**src/rtl/lane_scheduler.sv**
```systemverilog
// Four-lane traffic scheduler: grants up to two lanes per green phase with
// rotating priority, starvation override and early green termination.
module lane_scheduler #(
  parameter int unsigned GREEN_CYCLES  = 8,
  parameter int unsigned MIN_GREEN     = 3,
  parameter int unsigned YELLOW_CYCLES = 2,
  parameter int unsigned ALLRED_CYCLES = 1,
  parameter int unsigned MAX_WAIT      = 16,
  parameter int unsigned WAIT_W        = 8
) (
  input  logic       i_clock,
  input  logic       i_resetn,
  input  logic [3:0] i_lanes,
  output logic [3:0] o_green,
  output logic [3:0] o_yellow,
  output logic [3:0] o_red,
  output logic [3:0] o_starved
);

  localparam int unsigned NLANES = 4;
  localparam int unsigned TMAX_GY = (GREEN_CYCLES > YELLOW_CYCLES) ? GREEN_CYCLES : YELLOW_CYCLES;
  localparam int unsigned TMAX    = (TMAX_GY > ALLRED_CYCLES) ? TMAX_GY : ALLRED_CYCLES;
  localparam int unsigned TW      = (TMAX > 1) ? $clog2(TMAX) : 1;

  localparam logic [TW-1:0]     AR_LAST = TW'(ALLRED_CYCLES - 1);
  localparam logic [TW-1:0]     G_LAST  = TW'(GREEN_CYCLES - 1);
  localparam logic [TW-1:0]     MG_LAST = TW'(MIN_GREEN - 1);
  localparam logic [TW-1:0]     Y_LAST  = TW'(YELLOW_CYCLES - 1);
  localparam logic [WAIT_W-1:0] W_MAX   = WAIT_W'(MAX_WAIT);

  typedef enum logic [1:0] {
    ST_ALLRED = 2'd0,
    ST_GREEN  = 2'd1,
    ST_YELLOW = 2'd2
  } state_t;

  state_t            r_state;
  logic [TW-1:0]     r_timer;
  logic [1:0]        r_ptr;
  logic [3:0]        r_grant;
  logic [3:0]        r_green;
  logic [3:0]        r_yellow;
  logic [3:0]        r_red;
  logic [3:0]        r_starved;
  logic [WAIT_W-1:0] r_wait     [NLANES];
  logic [WAIT_W-1:0] w_wait_nxt [NLANES];

  logic [3:0] w_sel;
  logic [1:0] w_last_pos;
  logic [1:0] w_cnt;
  logic [1:0] w_lane;
  logic       w_cand;
  logic [1:0] w_ptr_nxt;
  logic       w_early;

  // Two-pass rotating scan: starved requesters first, then the rest; keep the first two.
  always_comb begin
    w_sel      = 4'b0000;
    w_last_pos = 2'd0;
    w_cnt      = 2'd0;
    w_lane     = 2'd0;
    w_cand     = 1'b0;
    for (int p = 0; p < 2; p++) begin
      for (int k = 0; k < 4; k++) begin
        w_lane = r_ptr + 2'(k);
        w_cand = i_lanes[w_lane] && (r_starved[w_lane] == 1'(p == 0));
        if (w_cand && (w_cnt < 2'd2)) begin
          w_sel[w_lane] = 1'b1;
          w_cnt         = w_cnt + 2'd1;
          if (2'(k) > w_last_pos) begin
            w_last_pos = 2'(k);
          end
        end
      end
    end
  end

  assign w_ptr_nxt = r_ptr + w_last_pos + 2'd1;

  assign w_early = (r_timer >= MG_LAST) &&
                   (((i_lanes & r_grant) == 4'b0000) || (|(r_starved & ~r_grant)));

  // Phase FSM; lamp outputs are registered alongside the state they decode.
  always_ff @(posedge i_clock or negedge i_resetn) begin
    if (!i_resetn) begin
      r_state  <= ST_ALLRED;
      r_timer  <= '0;
      r_ptr    <= 2'd0;
      r_grant  <= 4'b0000;
      r_green  <= 4'b0000;
      r_yellow <= 4'b0000;
      r_red    <= 4'b1111;
    end else begin
      case (r_state)
        ST_ALLRED: begin
          if (r_timer == AR_LAST) begin
            if (|i_lanes) begin
              r_state <= ST_GREEN;
              r_timer <= '0;
              r_grant <= w_sel;
              r_ptr   <= w_ptr_nxt;
              r_green <= w_sel;
              r_red   <= ~w_sel;
            end
          end else begin
            r_timer <= r_timer + TW'(1);
          end
        end
        ST_GREEN: begin
          if ((r_timer == G_LAST) || w_early) begin
            r_state  <= ST_YELLOW;
            r_timer  <= '0;
            r_green  <= 4'b0000;
            r_yellow <= r_grant;
            r_red    <= ~r_grant;
          end else begin
            r_timer <= r_timer + TW'(1);
          end
        end
        ST_YELLOW: begin
          if (r_timer == Y_LAST) begin
            r_state  <= ST_ALLRED;
            r_timer  <= '0;
            r_yellow <= 4'b0000;
            r_red    <= 4'b1111;
          end else begin
            r_timer <= r_timer + TW'(1);
          end
        end
        default: begin
          r_state  <= ST_ALLRED;
          r_timer  <= '0;
          r_green  <= 4'b0000;
          r_yellow <= 4'b0000;
          r_red    <= 4'b1111;
        end
      endcase
    end
  end

  // Per-lane wait counters: clear while green, count while requesting, saturate.
  always_comb begin
    for (int i = 0; i < NLANES; i++) begin
      w_wait_nxt[i] = r_wait[i];
      if (r_green[i]) begin
        w_wait_nxt[i] = '0;
      end else if (i_lanes[i] && (r_wait[i] != W_MAX)) begin
        w_wait_nxt[i] = r_wait[i] + WAIT_W'(1);
      end
    end
  end

  always_ff @(posedge i_clock or negedge i_resetn) begin
    if (!i_resetn) begin
      for (int i = 0; i < NLANES; i++) begin
        r_wait[i] <= '0;
      end
      r_starved <= 4'b0000;
    end else begin
      for (int i = 0; i < NLANES; i++) begin
        r_wait[i]    <= w_wait_nxt[i];
        r_starved[i] <= (w_wait_nxt[i] == W_MAX);
      end
    end
  end

  assign o_green   = r_green;
  assign o_yellow  = r_yellow;
  assign o_red     = r_red;
  assign o_starved = r_starved;

endmodule

```
**config.mk**
```make
export PLATFORM = sky130hd
export DESIGN_NAME = lane_scheduler
export DESIGN_NICKNAME = d
export VERILOG_FILES = /design/src/rtl/lane_scheduler.sv
export SDC_FILE = /design/constraint.sdc
export NUM_CORES = 1
export LEC_CHECK = 0
export ABC_AREA = 0
export CAP_MARGIN = 30
export CORE_MARGIN = 2
export CORE_UTILIZATION = 56
export CTS_BUF_LIST = sky130_fd_sc_hd__clkbuf_8
export CTS_CLUSTER_SIZE = 28
export DETAILED_ROUTE_END_ITERATION = 12
export DONT_BUFFER_PORTS = 1
export HOLD_SLACK_MARGIN = 0.12
export PLACE_DENSITY = 0.71
export SYNTH_ARGS = -nofsm -noshare
export SYNTH_HDL_FRONTEND = slang
export SYNTH_SLANG_ARGS = --single-unit
```
**constraint.sdc**
```tcl
create_clock -name i_clock -period 6.51 [get_ports i_clock]
set_input_delay 0.9765 -clock i_clock [delete_from_list [all_inputs] [get_ports i_clock]]
set_output_delay 0.9765 -clock i_clock [all_outputs]
set_load 0.02 [all_outputs]
```
# Word-level counts from Yosys, hierarchy flattened
# Cells that the tools add are included.
# word_totals
output_inout_bits	16
regBits	59
inputBits	6
# classes
n_reduce_logical	35
n_bitwise	17
magnitude_cmp	22
add_sub_neg	16
n_eq_ne	17
n_mux	82
# ops
cell	count
4-bit two-way mux	17
8-bit two-way mux	8
2-bit two-way mux	22
4-bit case mux with 3 select lines	3
8-bit by 1-bit adder with 8-bit output (second input constant)	4
8-bit by 5-bit equality test with 1-bit output (second input constant)	4
8-bit by 5-bit inequality test with 1-bit output (second input constant)	4
4-bit bitwise OR	7
1-bit logical AND	24
1-bit binary-select mux with 2-bit select	8
2-bit by 1-bit adder with 2-bit output (second input constant)	7
1-bit two-way mux	14
2-bit less-than comparator (second input constant)	6
2-bit by 3-bit less-than comparator with 1-bit output (second input constant)	4
3-bit two-way mux	4
3-bit case mux with 3 select lines	1
4-bit bitwise AND	2
1-bit demux with 2-bit select	4
2-bit by 1-bit >= comparator with 1-bit output (second input constant)	4
2-bit inequality test (second input constant)	4
4-bit inverter	2
4-bit AND reduction	2
4-bit OR reduction	2
2-bit greater-than comparator (first input constant)	3
other kinds (20)	29

# Longest topological paths before layout
# logic_depth
depth_word	29
mapped_depth	22
mapped_depth_nobuf	18

# Worst setup path after synthesis
# No wires, ideal clock.
# synth_path
path_type	input -> register
startpoint	in i_lanes[1]
endpoint	reg r_ptr[1]
cell_stages	17
setup_slack_ns	1.844
t_arrival_ns	4.535
cell_sequence	clkbuf_1 -> mux4_1 -> and2_1 -> clkbuf_1 -> ha_1 -> and3b_1 -> and3_4 -> or2_0 -> a222oi_1 -> o211ai_2 -> o22a_1 -> nor2_1 -> ha_1 -> nand2b_1 -> a21oi_1 -> a211oi_1 -> nand3_1
# synth_via
elab_chain_cells	27
elab_cells_between_ends	66
cone_classes	add/sub (8); order compare (13); mux (28); reduce/logical (17)
# synth_lines
item	line	rtl
start, declared	13	input logic [3:0] i_lanes,
1-bit binary-select mux with 2-bit select	66	w_cand = i_lanes[w_lane] && (r_starved[w_lane] == 1'(p == 0));
1-bit two-way mux (not written as such)	66	
1-bit logical AND	66	
1-bit two-way mux	67	if (w_cand && (w_cnt < 2'd2)) begin
1-bit by 2-bit less-than comparator with 1-bit output	67	
1-bit logical AND	67	
1-bit two-way mux / 2-bit two-way mux (equally long branches)	67	
2-bit by 1-bit greater-than comparator with 1-bit output / 2-bit less-than comparator (equally long branches)	70, 67	
(+11 left out)	n/a	
2-bit greater-than comparator / 2-bit less-than comparator (equally long branches)	70, 67	
2-bit two-way mux / 1-bit logical AND (equally long branches)	70, 67	
2-bit two-way mux	67	
2-bit greater-than comparator / 2-bit less-than comparator (equally long branches)	70, 67	
2-bit two-way mux / 1-bit logical AND (equally long branches)	70, 67	
2-bit two-way mux	67	
2-bit adder	78	assign w_ptr_nxt = r_ptr + w_last_pos + 2'd1;
2-bit by 1-bit adder with 2-bit output	78	
end signal, assigned	101	r_ptr <= w_ptr_nxt;
end, declared	39	logic [1:0] r_ptr;
# Parallel ways exist; a longest one is shown, timed or not. The select of a mux whose other input is x is not followed.
# A chain may end at the register's enable or synchronous reset.

# Worst setup path after layout
# layout_path
startpoint	reg r_ptr[0]
endpoint	reg r_ptr[1]
# layout_via
elab_chain_cells	27
elab_cells_between_ends	79
cone_classes	add/sub (11); order compare (13); mux (36); bitwise (4); reduce/logical (15)
# layout_lines
item	line
1-bit binary-select mux with 2-bit select	66
1-bit two-way mux (not written as such)	66
1-bit logical AND	66
1-bit two-way mux	67
1-bit by 2-bit less-than comparator with 1-bit output	67
1-bit logical AND	67
1-bit two-way mux / 2-bit two-way mux (equally long branches)	67
2-bit by 1-bit greater-than comparator with 1-bit output / 2-bit less-than comparator (equally long branches)	70, 67
(+11 left out)	n/a
2-bit greater-than comparator / 2-bit less-than comparator (equally long branches)	70, 67
2-bit two-way mux / 1-bit logical AND (equally long branches)	70, 67
2-bit two-way mux	67
2-bit greater-than comparator / 2-bit less-than comparator (equally long branches)	70, 67
2-bit two-way mux / 1-bit logical AND (equally long branches)	70, 67
2-bit two-way mux	67
2-bit adder (*)	78
2-bit by 1-bit adder with 2-bit output (*)	78
# Every way passes the cells marked *; elsewhere a longest branch is shown, timed or not. The select of a mux whose other input is x is not followed.

==> impl_metrics.ini <==
[worst_setup_path]
path_class = reg -> reg
crit_fanout = 13
reg2reg_depth = 17
critPathArrivalTime_ps = 5700
r2r-start = r_ptr[0]
required_ps = 6720
start_kind = flip-flop
crit_path_end_kind = flip-flop
regToRegSetupSlack_ps = 1020
timing.rr.end = r_ptr[1]

[placed_design]
dp.cells = 496
dp_hpwl_um = 6050
gp_congestion = 0.895
portBuffers = 0

[logic_synthesis]
avgSynthCellArea_um2 = 9.42
ys_seq_area_share_pct = 37.5
synth_top_area_share_pct = 34.9
yosysWarningCount = 0
synth_nets = 449
synthTopCellsByArea = dfrtp_1, ha_1, nor2_1
synthArstFlopShare_pct = 100
syn_area_mm2 = 0.00395
synth_cell_types = 65
ys_seq_elements = 59
synth_largest_area_cell = dfrtp_1
ys.flop_type = dfrtp_1
synth_edf_count = 0
synth_cells = 419

[outcome]
status = complete, no violations

[cts]
htree_levels = 3
clock_path_buffers = 2
cts_tree = built
cts.sinks = 59
post_cts_buffers = 0
clock_latency_ps = 330
hold_buffers = 0
path_clk_slew_ps = 70
cts.repair.resized = 0
cts-root-buf = clkbuf_8
cts_buffers = 9

[sta]
rsz0062_at_grt = no
min_period_ps = 5490
slew_viol_final = 0
max_freq_mhz = 182
fin_skew_ps = 9.51
hold_viol = 0
fin_setup_tns_ps = 0
fin_crit_sh_pct = 84.4
setup_viol = 0
tightest_slew_ps = 930
slew_headroom_pct = 38.0

[pwr]
ir_drop_v = 0.000324
p_leak_uw = 0.00191
power_density_mw_per_mm2 = 414

[cells_and_area]
multi_input_comb_area_mm2 = 0.00226
drive_above_1_share_pct = 7.69
n_antenna_cell = 0
finish.utilization_pct = 61.9
finalNetCount = 441
stdcell_count = 512
fillers = 550
regArea_mm2 = 0.00148
syn2layout_area_growth_pct = 6.46

[floorplanning]
fp.dieW_um = 88.0
fp.dieH_um = 88.0
ioPinCount = 22
start_util_pct = 58.1
die-area_mm2 = 0.00774
rows = 30
coreArea_mm2 = 0.00679

[routing]
avgRoutedWirePerCell_um = 16.3
wl_um = 8350
detail-route-antenna-nets = 0
viasPerCell = 6.12
via_count = 3134
drcViolationCount = 0
drtPass1Iterations = 5
drtIter0Drc = 324

[global_routing]
antenna_found_initial = 0
overflow = 0
grt_pass1_vias = 2946
track_usage_pct = 23.7
grt_pass1_wl_um = 14300
grt_max_degree = 60

[worst_hold_path]
holdCritPathClass = in -> async

[job]
drv_cap = 0
==> where the power goes <==
| part | internal [uW] | total, uW | switching, uW |
|---|---|---|---|
| combinational | 310 | 709 | 399 |
| clock | 234 | 371 | 137 |
| sequential | 478 | 659 | 181 |
==> worst max path at each step <==
stage          startpoint       end  slack, ps  cells past startpoint
3_5_place_dp     r_ptr[0]  r_ptr[1]       1170                     17
5_1_grt          r_ptr[0]  r_ptr[1]        500                     17
6_report         r_ptr[0]  r_ptr[1]       1020                     17
3_3_place_gp     r_ptr[0]  r_ptr[1]       1390                     17
4_1_cts          r_ptr[0]  r_ptr[1]       1130                     17
2_1_floorplan  i_lanes[1]  r_ptr[1]       1840                     17
==> metal layers <==
metal / global-route usage (%) / wire, um / part of all wire, % / up-vias
li1: - / - / - / 1511
met1: 33.2 / 3960 / 47 / 1532
met2: 36.9 / 3870 / 46 / 82
met3: 6.03 / 436 / 5.2 / 9
met4: 6.29 / 93 / 1.1 / 0
met5: 0 / 0 / 0 / -
==> cell type report <==
type	instances	area share, %
Tap cell	96	2.86
Clock buffer	11	3.60
Clock inverter	5	1.82
Sequential cell	59	35.2
Multi-Input combinational cell	311	53.8
Inverter	30	2.68
==> flip-flops by register name, indices dropped and copies added, names as in the netlist <==
| register | count |
|---|---|
| o_starved | 4 |
| r_grant | 4 |
| r_state | 2 |
| o_green | 4 |
| o_yellow | 4 |
| r_timer | 3 |
| r_ptr | 2 |
| o_red | 4 |
| r_wait | 32 |
==> critical path, cell delays in order (launching register included) <==
cell and delay (ps):
dfrtp_1 680, inv_1 220, ha_1 430, mux4_2 610, and2_1 270, ha_1 420, and3b_1 200, and3_4 180
o21ai_0 70, a21oi_1 730, o211ai_2 340, o22a_1 260, nor2_1 110, ha_1 200, nand2b_1 160, a21oi_1 80
a211oi_1 280, nand3_1 120
==> cells by family (layout without fill, tap and decap cells) <==
logic type | count (synthesis) | in the layout | synth area share [%]
fa+ha+maj | 24 | 24 | 7.60
mux | 13 | 13 | 6.24
buf+inv | 49 | 46 | 5.20
xor+xnor | 25 | 25 | 5.54
simple gates | 160 | 160 | 21.5
flops | 59 | 59 | 37.5
compound gates | 89 | 89 | 16.4
==> cells in the mapped netlist (5+ instances only) <==
cell,n
a21o_1,9
a21oi_1,14
a311oi_1,5
a31oi_1,6
and2_1,6
and3_1,8
clkbuf_1,13
dfrtp_1,55
ha_1,24
inv_1,30
nand2_1,26
nand3_1,16
nand3b_1,5
nand4_1,11
nor2_1,45
nor2b_1,9
nor4_1,5
o211a_1,5
o21ai_0,16
or3_1,5
xnor2_1,12
xor2_1,13
==> cell usage in the layout, fill, tap and decap left out, types with 5 or more instances in the layout <==
cell / count
dfrtp_1: 55
nor2_1: 45
inv_1: 31
nand2_1: 26
ha_1: 24
o21ai_0: 16
nand3_1: 16
a21oi_1: 14
xor2_1: 13
xnor2_1: 12
nand4_1: 11
clkbuf_8: 11
nor2b_1: 9
a21o_1: 9
and3_1: 8
and2_1: 6
a31oi_1: 6
a311oi_1: 5
o211a_1: 5
or3_1: 5
nor4_1: 5
nand3b_1: 5
==> through the flow <==
stage	setup slack [ps]	area, um2	power [uW]	hold WS [ps]
6_report	1020	4200	1740	331
3_3_place_gp	1390	3980	1340	504
2_1_floorplan	1840	3950	1220	441
5_1_grt	504	4200	1890	307
4_1_cts	1130	4200	1750	314
3_5_place_dp	1170	3980	1360	514
(Power assumes the default switching activity.)
